$ cat src/rtl/jk_cmd_sequencer.sv
// Queued J/K command driver for a downstream jkff: FIFO-buffered commands, each driven for len cycles.
// Optional q-tracking checker enabled by defining JK_CMD_SEQUENCER_CHECK_EN.
module jk_cmd_sequencer #(
    parameter int unsigned DEPTH = 4,
    parameter int unsigned LEN_W = 8
) (
    input  logic                       clk,
    input  logic                       rst,
    input  logic                       cmd_valid,
    output logic                       cmd_ready,
    input  logic [1:0]                 cmd_op,
    input  logic [LEN_W-1:0]           cmd_len,
    output logic                       j,
    output logic                       k,
    output logic                       busy,
    output logic                       done,
    output logic [$clog2(DEPTH):0]     fifo_count
`ifdef JK_CMD_SEQUENCER_CHECK_EN
    ,
    input  logic                       q_in,
    output logic                       q_exp,
    output logic                       mismatch
`endif
);

    localparam int unsigned AW = $clog2(DEPTH);
    localparam int unsigned CW = AW + 1;

    typedef enum logic {IDLE, DRIVE} state_t;

    state_t             state_q, state_d;
    logic [1:0]         mem_op  [DEPTH];
    logic [LEN_W-1:0]   mem_len [DEPTH];
    logic [AW-1:0]      wr_ptr, rd_ptr;
    logic [LEN_W-1:0]   rem_q, rem_d;
    logic               j_d, k_d, busy_d, done_d;
    logic               push, pop, empty;
    logic [1:0]         head_op;
    logic [LEN_W-1:0]   head_len;

    assign cmd_ready = (fifo_count < CW'(DEPTH));
    assign push      = cmd_valid && cmd_ready;
    assign empty     = (fifo_count == '0);
    assign head_op   = mem_op[rd_ptr];
    assign head_len  = (mem_len[rd_ptr] == '0) ? LEN_W'(1) : mem_len[rd_ptr];

    always_ff @(posedge clk) begin
        if (push) begin
            mem_op[wr_ptr]  <= cmd_op;
            mem_len[wr_ptr] <= cmd_len;
        end
    end

    always_ff @(posedge clk or posedge rst) begin
        if (rst) begin
            wr_ptr     <= '0;
            rd_ptr     <= '0;
            fifo_count <= '0;
        end else begin
            if (push)
                wr_ptr <= wr_ptr + AW'(1);
            if (pop)
                rd_ptr <= rd_ptr + AW'(1);
            case ({push, pop})
                2'b10:   fifo_count <= fifo_count + CW'(1);
                2'b01:   fifo_count <= fifo_count - CW'(1);
                default: fifo_count <= fifo_count;
            endcase
        end
    end

    // A pop on the last drive cycle loads the next command directly, so there is no idle gap.
    always_comb begin
        state_d = state_q;
        j_d     = j;
        k_d     = k;
        rem_d   = rem_q;
        busy_d  = busy;
        done_d  = 1'b0;
        pop     = 1'b0;
        case (state_q)
            IDLE: begin
                j_d    = 1'b0;
                k_d    = 1'b0;
                busy_d = 1'b0;
                if (!empty) begin
                    pop     = 1'b1;
                    j_d     = head_op[1];
                    k_d     = head_op[0];
                    rem_d   = head_len;
                    busy_d  = 1'b1;
                    state_d = DRIVE;
                end
            end
            DRIVE: begin
                if (rem_q == LEN_W'(1)) begin
                    done_d = 1'b1;
                    if (!empty) begin
                        pop   = 1'b1;
                        j_d   = head_op[1];
                        k_d   = head_op[0];
                        rem_d = head_len;
                    end else begin
                        j_d     = 1'b0;
                        k_d     = 1'b0;
                        busy_d  = 1'b0;
                        state_d = IDLE;
                    end
                end else begin
                    rem_d = rem_q - LEN_W'(1);
                end
            end
            default: state_d = IDLE;
        endcase
    end

    always_ff @(posedge clk or posedge rst) begin
        if (rst) begin
            state_q <= IDLE;
            j       <= 1'b0;
            k       <= 1'b0;
            rem_q   <= '0;
            busy    <= 1'b0;
            done    <= 1'b0;
        end else begin
            state_q <= state_d;
            j       <= j_d;
            k       <= k_d;
            rem_q   <= rem_d;
            busy    <= busy_d;
            done    <= done_d;
        end
    end

`ifdef JK_CMD_SEQUENCER_CHECK_EN
    // Reference jkff driven by the same registered j/k; any divergence latches until reset.
    always_ff @(posedge clk or posedge rst) begin
        if (rst) begin
            q_exp    <= 1'b0;
            mismatch <= 1'b0;
        end else begin
            mismatch <= mismatch | (q_in != q_exp);
            case ({j, k})
                2'b01:   q_exp <= 1'b0;
                2'b10:   q_exp <= 1'b1;
                2'b11:   q_exp <= ~q_exp;
                default: q_exp <= q_exp;
            endcase
        end
    end
`endif

endmodule

$ cat config.mk
export PLATFORM = sky130hd
export DESIGN_NAME = jk_cmd_sequencer
export DESIGN_NICKNAME = d
export VERILOG_FILES = /design/src/rtl/jk_cmd_sequencer.sv
export SDC_FILE = /design/constraint.sdc
export NUM_CORES = 1
export LEC_CHECK = 0
export CELL_PAD_IN_SITES_DETAIL_PLACEMENT = 1
export CELL_PAD_IN_SITES_GLOBAL_PLACEMENT = 1
export CORE_AREA = 5 5 87 89
export DETAILED_ROUTE_END_ITERATION = 10
export DIE_AREA = 0 0 92 94
export DONT_BUFFER_PORTS = 1
export GPL_TIMING_DRIVEN = 1
export PLACE_DENSITY_LB_ADDON = 0.1
export SETUP_SLACK_MARGIN = 0.2
export SYNTH_ARGS = -nofsm -noshare
export SYNTH_HDL_FRONTEND = slang
export SYNTH_SLANG_ARGS = --single-unit
$ cat constraint.sdc
create_clock -name clk -period 8.2 [get_ports clk]
set_input_delay 0.82 -clock clk [delete_from_list [all_inputs] [get_ports clk]]
set_output_delay 0.82 -clock clk [all_outputs]
set_load 0.05 [all_outputs]
==> flow_summary.ini <==
[setup_path]
crit_path_start = rem_q[1]
r2r_start = rem_q[1]
r2r_cells = 12
worstReg2RegEnd = fifo_count[2]
worst_setup_path_end_kind = flip-flop
crit_top_cell = inv_1
critPathRequiredTime_ps = 8450
arrival_ps = 3330
cp_slowest_cell = or4b_4
critPathKind = flip-flop to flip-flop
r2r_slack_ps = 5130
cp_cell_sequence = inv_1, ha_1, or4b_4, o41ai_4, nand2_1, inv_1, ha_1, inv_1, fa_1, xor2_1, nor2_1, xnor2_1
critPathLaunchType = flip-flop
cp_max_fo = 7
slowest_delay_ps = 500

[synth]
synth_most_common_cell = edfxtp_1
async_flop_share_pct = 33.33
ys.flop_type = edfxtp_1
ys_seq_elements = 60
netlist.area_leader.share_pct = 46.18
synthCells = 165
yosysTopAreaCell = edfxtp_1
syn_nets = 186
synthTopCellsByArea = edfxtp_1 46%, dfrtp_1 19%, mux4_2 8.7%
synth_warnings = 0
yosys-top-cells-count = 40 x edfxtp_1, 20 x dfrtp_1, 15 x inv_1, 10 x mux4_2
synth.distinct_cells = 39
synth-edff-count = 40
seq_area_frac_synth_pct = 65.42
syn_area_per_cell_um2 = 15.77
syn_area_um2 = 2601

[timing]
grt_setup_unrepaired = false
relSlewSlack_pct = 48.08
setup_tns_ps = 0
tightest_slew_ps = 778.0
hold_viol = 0
skew_ps = 7.173
period_share_pct = 37.50
drv_slew = 0
setup_viol = 0
period_minus_slack_ps = 3075
fmax_mhz = 325.2

[finish]
diodes = 0
regArea_um2 = 1702
fillers = 660
area_delta_synth_final_pct = 11.45
drive_gt1_share_pct = 18.18
multi_input_area_um2 = 815.8
finalInstanceArea_um2 = 2899
post-route-util_pct = 43.39
stdcell_count = 256
nNetsFinal = 192

[die]
die_w_um = 92
pin_count = 21
start_util_pct = 38.93
die_area_um2 = 8648
core_um2 = 6681
rows = 30
die_h_um = 94

[drt]
viasPerCell = 5.320
detail-route-antenna-nets = 0
wl_per_cell_um = 19.13
routed_wl_um = 4898
drt_iter0_markers = 30
num_vias = 1362
drt-pass1-iter-count = 4
drc_errors = 0

[grt]
grt.total_usage_pct = 12.61
grt_antenna_before_repair = 0
grt_pass1_wl_um = 8038
grt_pass1_vias = 1584
overflow = 0
grt_max_degree = 21

[cts]
cts_resized = 0
cts-htree-levels = 3
cts_tree = done
clock_latency_ps = 330
clk_pin_slew_ps = 70
post-cts-setup-buffer-count = 0
clock-root-buffer = clkbuf_8
clockBufferDepth = 2
cts.sinks = 60
cts_made_buffers = 9
postCtsHoldBufs = 0

[placed_design]
hpwlAfterDp_um = 3446
port_buffers = 0
placedCellCount = 240
place_area_um2 = 2674
gp_congestion = 0.8016

[power_and_ir_drop]
p_leak_nw = 1.072
power_density_nw_per_um2 = 366.7
power_mw = 1.063
ir_drop_mv = 0.1627

[run_status]
status = finished, final reports clean

[run]
maxCapViolations = 0

[worst_hold_path]
hp-class = input pin to asynchronous set/reset pin
==> critical path: cells and delay by family (launching register included) <==
| kind | cells | cell delay [ps] |
|---|---|---|
| AOI/OAI and AO/OA | 1 | 450 |
| buffers and inverters | 3 | 320 |
| and+or+nand+nor | 3 | 800 |
| DFF | 1 | 410 |
| adders and majority gates | 3 | 730 |
| xor gates and xnor gates | 2 | 280 |
==> routing by layer <==
metal | up-vias | global-route usage (%) | part of all wire (%)
li1 | 639 | - | -
met1 | 693 | 14.17 | 43
met2 | 20 | 21.35 | 51
met3 | 10 | 3.846 | 4.1
met4 | 0 | 7.054 | 2.0
met5 | - | 0 | 0
==> state kept, by name, indices dropped and copies added, names as in the netlist <==
| register | count |
|---|---|
| mem_op | 8 |
| fifo_count | 3 |
| state_q | 1 |
| wr_ptr | 2 |
| mem_len | 32 |
| busy | 1 |
| k | 1 |
| done | 1 |
| j | 1 |
| rem_q | 8 |
| rd_ptr | 2 |
==> cell type report <==
class                      instances  share of cell area (%)
multi-input combinational         85                   28.14
tap                               80                   3.453
clock inverter                     7                   3.496
clock buffer                       9                   4.273
inverter                          15                   1.942
sequential                        60                   58.70
==> how the worst max path moves through the flow <==
| stage | slack [ps] | end | cells past startpoint |
|---|---|---|---|
| final | 5130 | fifo_count[2] | 12 |
| after global routing | 4920 | fifo_count[2] | 12 |
| after CTS | 5100 | fifo_count[2] | 12 |
| after detailed placement | 5120 | fifo_count[2] | 12 |
| after global placement | 5250 | fifo_count[2] | 12 |
| after floorplan | 5420 | fifo_count[2] | 12 |
==> cell families after synthesis <==
group / count (synthesis) / share of synthesized area (%)
simple gates: 36 / 7.792
mux: 13 / 9.813
xor+xnor: 6 / 2.020
buf+inv: 20 / 3.222
flops: 60 / 65.42
compound gates: 22 / 7.600
fa+ha+maj: 8 / 4.136
==> power by group <==
part | total [mW] | switching, mW | internal (mW)
clock | 0.294 | 0.121 | 0.172
combinational | 0.235 | 0.123 | 0.112
sequential | 0.534 | 0.138 | 0.397
==> placed cells by master (no fill, tap or decap), types with 4 or more instances in the layout <==
cell	n
a21oi_1	4
and2_1	4
clkbuf_8	9
dfrtp_1	20
edfxtp_1	40
ha_1	7
inv_1	15
mux4_2	10
nand2_1	7
nor2_1	4
nor3_1	7
xnor2_1	5
==> stage by stage <==
stage	hold slack (ps)	setup slack [ps]
floorplan	477.0	5419
global placement	513.4	5253
detailed placement	535.7	5120
CTS	545.6	5101
global route	553.9	4920
finish	515.2	5125
(Power assumes the default switching activity.)
